## src/rtl/pattern_rotator.sv

```systemverilog
// pattern_rotator: prescaled rotating/bouncing bit-pattern generator.
//
// Every DIV enabled clock cycles the pattern steps by one bit position. In
// mode 0 it rotates in the direction given by dir. In mode 1 it bounces: it
// rotates in an internal direction bdir that flips when a step lands a one in
// the end bit it is moving toward.
//
// Optional feature: define PATTERN_ROTATOR_STEP_COUNT_EN to add step_count,
// a 16-bit count of steps that wraps and is cleared by rst and load.
//
// Ports:
//   clk        in   clock, all state updates on the rising edge
//   rst        in   synchronous active-high reset, overrides load and en
//   en         in   prescaler enable; counter and pattern hold while low
//   dir        in   1 = rotate left (toward MSB), 0 = rotate right
//   mode       in   0 = rotate, 1 = bounce
//   load       in   synchronous load strobe, wins over a step
//   load_val   in   [WIDTH-1:0] pattern loaded on load
//   out        out  [WIDTH-1:0] registered current pattern
//   tick       out  high for the cycle in which out shows a freshly stepped value
//   step_count out  [15:0] step counter (only with PATTERN_ROTATOR_STEP_COUNT_EN)
module pattern_rotator #(
  parameter int unsigned       WIDTH = 4,
  parameter int unsigned       DIV   = 25000,
  parameter logic [WIDTH-1:0]  INIT  = {1'b1, {(WIDTH-1){1'b0}}}
) (
  input  logic             clk,
  input  logic             rst,
  input  logic             en,
  input  logic             dir,
  input  logic             mode,
  input  logic             load,
  input  logic [WIDTH-1:0] load_val,
  output logic [WIDTH-1:0] out,
  output logic             tick
`ifdef PATTERN_ROTATOR_STEP_COUNT_EN
  ,
  output logic [15:0]      step_count
`endif
);

  localparam int unsigned CntW = $clog2(DIV) + 1;
  localparam logic [CntW-1:0] CntMax = CntW'(DIV - 1);

  logic [CntW-1:0]  cnt_q, cnt_d;
  logic [WIDTH-1:0] out_q, out_d;
  logic             tick_q, tick_d;
  logic             bdir_q, bdir_d;
  logic             step;
  logic             step_left;
  logic [WIDTH-1:0] rot_val;

  assign step      = en && !load && (cnt_q == CntMax);
  // Bounce mode follows the internal direction; rotate mode follows dir.
  assign step_left = mode ? bdir_q : dir;
  assign rot_val   = step_left ? {out_q[WIDTH-2:0], out_q[WIDTH-1]}
                               : {out_q[0], out_q[WIDTH-1:1]};

  always_comb begin
    cnt_d  = cnt_q;
    out_d  = out_q;
    tick_d = 1'b0;
    bdir_d = bdir_q;
    if (load) begin
      out_d  = load_val;
      cnt_d  = '0;
      bdir_d = dir;
    end else if (en) begin
      if (step) begin
        cnt_d  = '0;
        out_d  = rot_val;
        tick_d = 1'b1;
        // Reverse once the moving end bit is reached; all-ones flips every step.
        if (mode && ((step_left && rot_val[WIDTH-1]) || (!step_left && rot_val[0]))) begin
          bdir_d = ~bdir_q;
        end
      end else begin
        cnt_d = cnt_q + 1'b1;
      end
    end
  end

  always_ff @(posedge clk) begin
    if (rst) begin
      cnt_q  <= '0;
      out_q  <= INIT;
      tick_q <= 1'b0;
      bdir_q <= 1'b1;
    end else begin
      cnt_q  <= cnt_d;
      out_q  <= out_d;
      tick_q <= tick_d;
      bdir_q <= bdir_d;
    end
  end

  assign out  = out_q;
  assign tick = tick_q;

`ifdef PATTERN_ROTATOR_STEP_COUNT_EN
  logic [15:0] step_count_q;

  always_ff @(posedge clk) begin
    if (rst || load) begin
      step_count_q <= '0;
    end else if (step) begin
      step_count_q <= step_count_q + 16'd1;
    end
  end

  assign step_count = step_count_q;
`endif

endmodule

```

## config.mk

```make
export PLATFORM = sky130hd
export DESIGN_NAME = pattern_rotator
export DESIGN_NICKNAME = d
export VERILOG_FILES = /design/src/rtl/pattern_rotator.sv
export SDC_FILE = /design/constraint.sdc
export NUM_CORES = 1
export LEC_CHECK = 0
export ABC_AREA = 1
export CAP_MARGIN = 20
export CORE_MARGIN = 5
export CORE_UTILIZATION = 25
export CTS_BUF_LIST = sky130_fd_sc_hd__clkbuf_8
export DETAILED_ROUTE_END_ITERATION = 8
export PLACE_DENSITY = 0.43
export SYNTH_ARGS = -nofsm -noshare
export SYNTH_HDL_FRONTEND = slang
export SYNTH_SLANG_ARGS = --single-unit
```

## constraint.sdc

```tcl
create_clock -name clk -period 1.2 [get_ports clk]
set_input_delay 0.36 -clock clk [delete_from_list [all_inputs] [get_ports clk]]
set_output_delay 0.36 -clock clk [all_outputs]
set_load 0.05 [all_outputs]
```

=== Yosys cells after proc, flatten, opt, wreduce, memory -nomap -nowiden ===
Index checks and enable logic that the tools add are counted.

* Logic and storage cells: 34
* Register bits after elaboration: 22
* Bits of input ports: 10

* Bitwise gates (word level): 2
* Mux-type cells: 11
* Reductions and logical operators: 15
* $add $sub $neg: 1
* Equality and inequality tests: 1

{| class="wikitable"
|+ Operator list
! kind !! count
|-
| $add A16 B1 Y16 const B || 1
|-
| $eq A16 B15 Y1 const B || 1
|-
| $mux W16 || 1
|-
| $mux W4 || 4
|-
| $mux W1 || 6
|-
| $reduce_bool A2 Y1 || 3
|-
| $logic_and A1 B1 Y1 || 5
|-
| $reduce_and A3 Y1 || 1
|-
| $reduce_or A3 Y1 || 1
|-
| $logic_not A1 Y1 || 2
|-
| $not A1 Y1 || 2
|-
| $reduce_and A2 Y1 || 1
|-
| $reduce_or A2 Y1 || 1
|-
| $logic_or A1 B1 Y1 || 1
|}

=== Logic depth before layout (Yosys ltp) ===
Gate-level depths: netlist of the first run.

* Depth after elaboration: 9
* Mapped depth: 9
* Gate-level depth less buffers: 9

=== Worst setup path after synthesis of the first run ===
No wires, ideal clock.

* Path type: reg2reg
* Start point: reg out_q[1] (netlist: out[1])
* End point: reg bdir_q
* Slack: -0.071 ns
* Arrival time: 1.151 ns
* Path buffers: 0
* Cell stages (with the launch flop): 8
* Setup time: 0.120 ns
* Required time: 1.080 ns
* Cells stage by stage: dfxtp_1 > inv_1 > nand3_1 > nand2_1 > nor2_1 > nand2_1 > nand3_1 > nand3_1

* Cells in the longest elaborated chain, start to end: 6

{| class="wikitable"
|+ RTL lines
! element !! RTL line !! RTL
|-
| start, declared || 46 || <nowiki>logic [WIDTH-1:0] out_q, out_d;</nowiki>
|-
| start signal, assigned || 91 || <nowiki>out_q <= out_d;</nowiki>
|-
| $mux W4 || 56 || <nowiki>assign rot_val = step_left ? {out_q[WIDTH-2:0], out_q[WIDTH-1]}</nowiki>
|-
| $logic_and A1 B1 Y1 || 74 || <nowiki>if (mode && ((step_left && rot_val[WIDTH-1]) || (!step_left && rot_val[0]))) begin</nowiki>
|-
| $logic_or A1 B1 Y1 || 74 ||
|-
| $logic_and A1 B1 Y1 || 74 ||
|-
| $reduce_bool A2 Y1 (no source line) || - ||
|-
| $reduce_and A3 Y1 (no source line) || - ||
|-
| end signal, assigned || 93 || <nowiki>bdir_q <= bdir_d;</nowiki>
|-
| end, declared || 48 || <nowiki>logic bdir_q, bdir_d;</nowiki>
|}

No other way between the ends.
A chain may end at the register's enable or synchronous reset.

=== Worst setup path in the final report of the first run ===
* Start point: reg cnt_q[0]
* End point: reg out_q[2] (netlist: out[2])

* Cells in the longest elaborated chain, start to end: 4

{| class="wikitable"
|+ RTL lines
! element !! RTL line !! RTL
|-
| start, declared || 45 || <nowiki>logic [CntW-1:0] cnt_q, cnt_d;</nowiki>
|-
| start signal, assigned || 90 || <nowiki>cnt_q <= cnt_d;</nowiki>
|-
| $eq A16 B15 Y1 || 53 || <nowiki>assign step = en && !load && (cnt_q == CntMax);</nowiki>
|-
| $logic_and A1 B1 Y1 || 53 ||
|-
| $reduce_bool A2 Y1 (no source line) || - ||
|-
| $reduce_and A2 Y1 (no source line) || - ||
|}

No other way between the ends.

==> results of run 1 <==
[per-stage QoR]
stage,cells,area [µm²]
after floorplan,213,1360
after global placement,329,1880
after detailed placement,329,1880
after CTS,338,2050
after global routing,342,2210
final,342,2210
[power groups by stage]
stage / Clock (mW) / Combinational (mW) / Sequential (mW)
after floorplan: 0 / 0.0938 / 0.802
after global placement: 0 / 0.251 / 0.780
after detailed placement: 0 / 0.249 / 0.780
after CTS: 0.575 / 0.259 / 0.763
after global routing: 0.611 / 0.289 / 0.760
final: 0.575 / 0.265 / 0.758
[cell usage in the layout (no fill, tap or decap), types with 6 or more instances in the layout]
cell and n:
nand2_1 53, nor2_2 13, nor2_4 8, buf_4 42, nand3_1 10, nand4_1 6
nor2_1 25, inv_2 6, dfxtp_2 7, nand2_2 8, inv_1 22, dfxtp_1 12
[routing by layer]
metal | track usage, % | part of all wire, % | wire [µm]
met4 | 3.86 | 1.3 | 52
met1 | 14.7 | 48 | 1880
met3 | 2.28 | 2.2 | 85
met5 | 0 | 0 | 0
met2 | 17.6 | 48 | 1870
[area by class of cell]
type | count | area, µm² | share of cell area [%]
multi-input cells | 158 | 963 | 43.7
repair buffers | 58 | 523 | 23.7
flip-flops and latches | 22 | 460 | 20.9
inverters | 30 | 116 | 5.28
well taps | 70 | 87.6 | 3.97
clock buffers | 4 | 55.1 | 2.50
[sequential cells by signal (all words and copies together), names as in the netlist]
register / flops
out: 4
cnt_q: 16
bdir_q: 1
tick: 1
[worst paths after layout]
kind	end	startpoint	slack (ns)
worst min-delay path	out[1]$_SDFFE_PP0P_	out[1]$_SDFFE_PP0P_	0.49
worst max register to register	out[2]$_SDFFE_PP0P_	cnt_q[0]$_SDFFE_PP0P_	-0.12
worst max-delay path	out[2]$_SDFFE_PP0P_	cnt_q[0]$_SDFFE_PP0P_	-0.12
worst min register to register	out[1]$_SDFFE_PP0P_	out[1]$_SDFFE_PP0P_	0.49
[repair_timing]
item	in CTS	in global routing
setup buffers	5	4
pin swaps	14	21
gates resized for setup	28	38
hold endpoints to repair	0	0
endpoints found under the setup margin	24	24
[logic make-up after synthesis]
family                   after synthesis
XOR/XNOR                               2
flip-flops                            22
buffers and inverters                 33
adder cells (fa/ha/maj)                1
AND/OR/NAND/NOR                      139
AO/OA/AOI/OAI                         16
[worst min-delay path, stage by stage (launching register included)]
cell,delay [ns]
dfxtp_2,0.35
nand2_1,0.06
nand2_1,0.04
==> reports/qor.txt, run 1 <==
Status: finished with violations
Violated checks: setup timing
Commonest cells post-synth: nand2_1 (60), nor2_1 (40), inv_1 (25), dfxtp_1 (22), nand3_1 (14)
Max Cap Violations: 0
Post-synth EDFFs: 0
Hold Path Depth: 2
Hold Crit Class: flip-flop to flip-flop
Hold Violations, Final: 0
Remaining global-route overflow: 0
Die Y: 83.2 µm
Crit-path cells: ha_4 -> buf_4 -> nand3_1 -> nor2_2 -> nand3_4 -> nor2_2 -> nor2_1 -> nand2_1
Vias in the first global route: 1309
Drt wl/cell: 11.4 µm
Fmax: 0.760 GHz
Area growth, synth to finish: 64.5%
Filler cells: 552
Syn avg cell area: 6.30 µm²
Num ports: 15
Most frequent cell after synthesis: nand2_1
Leakage power: 0.927 nW
Worst-margin pin slew: 0.241 ns
Slew HR: 83.9%
Adder-cell share of the synthesized area: 0.933%
Critical path fanouts, max: 5
DRC Markers: 0
Setup TNS: -1.55 ns
RSZ-0062 raised after global routing: yes
Pre-CTS WS: -0.627 ns
ANT cells: 0
Worst path required time: 1.42 ns
FF-to-FF path depth: 8
Switching fraction of total power: 27.2%
Share of cells above drive strength 1: 43.8%
Clk pwr share: 36.0%
1st-pass router iterations: 4
Die W: 83.2 µm
DR vias/cell: 4.27
Post-synthesis mux area share: 0%
Critical Path Max Stage Delay: 0.36 ns
Top-area cell type share of the netlist area: 32.8%
Post-synthesis compound-gate area fraction: 6.90%
Port buffer count: 14
Register area share after synthesis: 32.8%
Psw: 0.435 mW
Initial detailed-routing violation count: 68
Clock period minus worst slack: 1.32 ns
GRT Util Overall: 11.0%
TritonCTS clock tree: yes
Clock latency on the worst-skew pair: 0.27 ns
Clock Sink Count: 22
# setup viols final: 20
Final nets: 284
Critical path class: flip-flop to flip-flop
Core ar.: 5170 µm²
Syn_nets: 224
Nature of the critical path endpoint: flip-flop
Most common cell on crit path: nor2_2
Ranking of synthesized cells by area: dfxtp_1 (33%), nand2_1 (17%), nor2_1 (11%), inv_1 (7.0%), nand3_1 (5.2%)
VDD IR max: 0.000401 V
Clk pin slew, worst setup/hold paths: 0.09 ns
Initial Utilization: 25.9%
Mapped cell area: 1340 µm²
Initial antenna violation count: 0
Synth Area in XOR/XNOR: 1.31%
CTS Buf Count: 3
Post-synthesis simple-gate area fraction: 47.8%
Combinational share of power: 16.6%
Root buffer cell: clkbuf_8
Critical path's top delay family: simple AND/OR/NAND/NOR gates
Largest family of logic cells by synthesized area: simple AND/OR/NAND/NOR gates
Worst Setup Start Kind: flip-flop
Synth Flop Type: dfxtp_1
Fin crit share: 110%
FFs w/ async S/R, synth: 0%
Final GP Congestion: 0.808
Crit path DAT: 1.53 ns
Synth Warn #: 0
Global-route wire length before repair: 6240 µm
Slew Viols, Final: 0
PwrDens: 725 nW/µm²
Layout Utilization: 42.6%
Crit path max-delay cell type: dfxtp_2
Vias: 1462
Worst hold slack: 0.492 ns
Tot Pwr: 1.60 mW
Final WL: 3890 µm
Yosys reg bits: 22
Post-Syn Instances: 213
# rows: 26
Post-route ant nets: 0
Final worst setup slack: -0.116 ns
Internal Power: 1.16 mW
Clk buf depth: 2
Cell taking the most area after synthesis: dfxtp_1
Clock skew: 0.00759 ns
CP Buf/Inv Count: 1
Synth unique cells: 30
Largest net degree at the start of global routing: 13
Reg power frac: 47.4%
Hold Buf Count CTS: 0
Crit. path cell count: 8
Die Area: 6930 µm²
HPWL Detailed: 2930 µm
CTS H-tree lvls: 1
Power figures use the tool's default switching activity.
==> inputs of run 2 (changes only) <==
--- a/config.mk
+++ b/config.mk
@@ -7,11 +7,13 @@
 export LEC_CHECK = 0
 export ABC_AREA = 1
 export CAP_MARGIN = 20
+export CELL_PAD_IN_SITES_DETAIL_PLACEMENT = 1
+export CELL_PAD_IN_SITES_GLOBAL_PLACEMENT = 2
 export CORE_MARGIN = 5
 export CORE_UTILIZATION = 25
-export CTS_BUF_LIST = sky130_fd_sc_hd__clkbuf_8
+export CTS_BUF_LIST = sky130_fd_sc_hd__clkbuf_2
 export DETAILED_ROUTE_END_ITERATION = 8
-export PLACE_DENSITY = 0.43
+export PLACE_DENSITY = 0.7
 export SYNTH_ARGS = -nofsm -noshare
 export SYNTH_HDL_FRONTEND = slang
 export SYNTH_SLANG_ARGS = --single-unit
==> run 2 against run 1 <==
  * The flow still finishes with violations (setup timing)
  * Worst hold slack gained 0.029 ns
  * Power shrank 14%
  * Design area shrank 3.4%
  * Register-to-register slack lost 0.02 ns
  * Critical path type unchanged
  * Largest cell class unchanged
  * Largest power group unchanged
==> reports/qor.txt, run 2 (synthesis gave the netlist of run 1 again) <==
Status: finished with violations (unchanged)
Violated checks: setup timing (unchanged)
Slew HR: 81.1% (was 83.9%)
Final worst setup slack: -0.132 ns (was -0.116 ns)
Critical Path Max Stage Delay: 0.41 ns (was 0.36 ns)
Tot Pwr: 1.37 mW (was 1.60 mW)
Register area: 463 µm² (was 460 µm²)
Area of the multi-input gates: 920 µm² (was 963 µm²)
Max Cap Violations: 0 (unchanged)
Share of cells above drive strength 1: 39.9% (was 43.8%)
Switching fraction of total power: 31.0% (was 27.2%)
Psw: 0.425 mW (was 0.435 mW)
VDD IR max: 0.000262 V (was 0.000401 V)
Remaining global-route overflow: 0 (unchanged)
Drt wl/cell: 12.8 µm (was 11.4 µm)
GRT Util Overall: 13.7% (was 11.0%)
Clk buf depth: 2 (unchanged)
PwrDens: 642 nW/µm² (was 725 nW/µm²)
Filler cells: 643 (was 552)
Setup crit end: cnt_q[13]$_SDFFE_PP0P_ (was out[2]$_SDFFE_PP0P_)
Die Area: 6930 µm² (unchanged)
RSZ-0062 raised after global routing: yes (unchanged)
Design area: 2130 µm² (was 2210 µm²)
Clk pwr share: 24.5% (was 36.0%)
Hold Buf Count CTS: 0 (unchanged)
Die W: 83.2 µm (unchanged)
Worst hold slack: 0.521 ns (was 0.492 ns)
Worst R2R Start: cnt_q[0]$_SDFFE_PP0P_ (unchanged)
Crit path DAT: 1.62 ns (was 1.53 ns)
CTS H-tree lvls: 1 (unchanged)
Hold Startpoint: bdir_q$_SDFFE_PP1P_ (was out[1]$_SDFFE_PP0P_)
Final WL: 4360 µm (was 3890 µm)
ANT cells: 0 (unchanged)
1st-pass router iterations: 4 (unchanged)
R2R Setup Slk: -0.13 ns (was -0.12 ns)
Commonest non-fill, non-tap cell in the layout: nand2_1 (unchanged)
Num ports: 15 (unchanged)
# setup viols final: 25 (was 20)
Initial Utilization: 25.9% (unchanged)
Critical R2R Capture: cnt_q[13]$_SDFFE_PP0P_ (was out[2]$_SDFFE_PP0P_)
Clock skew: 0.0180 ns (was 0.00759 ns)
Area growth, synth to finish: 58.9% (was 64.5%)
Leakage power: 0.913 nW (was 0.927 nW)
Root buffer cell: clkbuf_2 (was clkbuf_8)
Number of flip-flops in the largest register: 16 (unchanged)
Critical path's top delay family: simple AND/OR/NAND/NOR gates (unchanged)
Cell Area, Placed: 1870 µm² (was 1880 µm²)
Largest Register: cnt_q (unchanged)
Nature of the critical path endpoint: flip-flop (unchanged)
Post-route ant nets: 0 (unchanged)
Hold Crit Class: flip-flop to flip-flop (unchanged)
TritonCTS clock tree: yes (unchanged)
Fin crit share: 111% (was 110%)
Internal Power: 0.944 mW (was 1.16 mW)
Fmax: 0.751 GHz (was 0.760 GHz)
CTS Buf Count: 3 (unchanged)
Crit path max-delay cell type: dfxtp_2 (unchanged)
Vias: 1488 (was 1462)
FF-to-FF path depth: 8 (unchanged)
Port buffer count: 14 (unchanged)
CP startpoint: cnt_q[0]$_SDFFE_PP0P_ (unchanged)
Largest net degree at the start of global routing: 12 (was 13)
Reg power frac: 55.4% (was 47.4%)
Critical path fanouts, max: 6 (was 5)
Crit-path cells: ha_4 -> nand3_2 -> nor2_4 -> nand2_2 -> nor2_4 -> nor2_4 -> nand2_4 -> nor2_2 (was ha_4 -> buf_4 -> nand3_1 -> nor2_2 -> nand3_4 -> nor2_2 -> nor2_1 -> nand2_1)
Global-route wire length before repair: 7730 µm (was 6240 µm)
Vias in the first global route: 1596 (was 1309)
HPWL Detailed: 3300 µm (was 2930 µm)
Clock Sink Count: 22 (unchanged)
Crit. path cell count: 8 (unchanged)
Most frequent cells in the layout: nand2_1 (57), buf_4 (42), nor2_1 (32) (was nand2_1 (53), buf_4 (42), nor2_1 (25))
Worst-margin pin slew: 0.282 ns (was 0.241 ns)
Final GP Congestion: 0.830 (was 0.808)
DR vias/cell: 4.36 (was 4.27)
Hold Violations, Final: 0 (unchanged)
Clock period minus worst slack: 1.33 ns (was 1.32 ns)
Most common cell on crit path: nor2_4 (was nor2_2)
CP Buf/Inv Count: 0 (was 1)
Core ar.: 5170 µm² (unchanged)
Worst path required time: 1.48 ns (was 1.42 ns)
Die Y: 83.2 µm (unchanged)
DRC Markers: 0 (unchanged)
Slew Viols, Final: 0 (unchanged)
Initial detailed-routing violation count: 33 (was 68)
Worst Setup Start Kind: flip-flop (unchanged)
Final nets: 284 (unchanged)
Combinational share of power: 20.1% (was 16.6%)
Critical path class: flip-flop to flip-flop (unchanged)
Initial antenna violation count: 0 (unchanged)
# rows: 26 (unchanged)
Clk pin slew, worst setup/hold paths: 0.26 ns (was 0.09 ns)
Clock latency on the worst-skew pair: 0.36 ns (was 0.27 ns)
## run 2: tightest hold or removal path, stage by stage (launching register included)
cell and delay (ns):
dfxtp_1 0.38, nand3_1 0.08, nand3_1 0.05
## run 2: power groups by stage
| stage | logic, mW | registers [mW] | clock network [mW] |
|---|---|---|---|
| floorplan | 0.0938 | 0.802 | 0 |
| global placement | 0.243 | 0.780 | 0 |
| detailed placement | 0.246 | 0.780 | 0 |
| CTS | 0.275 | 0.759 | 0.339 |
| global route | 0.301 | 0.762 | 0.378 |
| finish | 0.274 | 0.759 | 0.335 |
## run 2: layer usage
metal  wire length (µm)  vias to the layer above  GRT usage [%]  part of all wire [%]
met1               2100                      684           17.3                    48
li1                   -                      787              -                     -
met3                 84                        4           1.78                   1.9
met2               2140                       13           24.1                    49
met4                 37                        0           3.57                  0.85
met5                  0                        -              0                     0
## run 2: how the worst min path moves through the flow
| stage | to | cells after the start |
|---|---|---|
| 6_report | bdir_q$_SDFFE_PP1P_ | 2 |
| 3_5_place_dp | out[1]$_SDFFE_PP0P_ | 2 |
| 2_1_floorplan | cnt_q[0]$_SDFFE_PP0P_ | 2 |
| 4_1_cts | bdir_q$_SDFFE_PP1P_ | 2 |
| 5_1_grt | cnt_q[3]$_SDFFE_PP0P_ | 2 |
| 3_3_place_gp | out[1]$_SDFFE_PP0P_ | 2 |
## run 2: repair_timing
item                       4_1_cts  5_1_grt
setup endpoints to repair       27       27
hold endpoints to repair         0        0
setup buffers                    9        2
pin swaps                       22       14
resized for setup               42       11
## run 2: layout make-up
class / count / share of cell area [%]
clock buffers: 3 / 0.705
well taps: 70 / 4.11
inverters: 30 / 5.64
flip-flops and latches: 22 / 21.7
repair buffers: 58 / 24.7
multi-input cells: 158 / 43.2
## run 2: metrics by stage
stage | utilization (%) | setup WS [ns] | std cells | TNS, ns
4_1_cts | 40.2 | -0.142 | 339 | -2.16
3_3_place_gp | 36.2 | -0.612 | 328 | -12.28
3_5_place_dp | 36.2 | -0.642 | 328 | -12.52
2_1_floorplan | - | 0.00187 | 213 | 0
5_1_grt | 41.2 | -0.206 | 341 | -3.94
6_report | 41.2 | -0.132 | 341 | -1.92
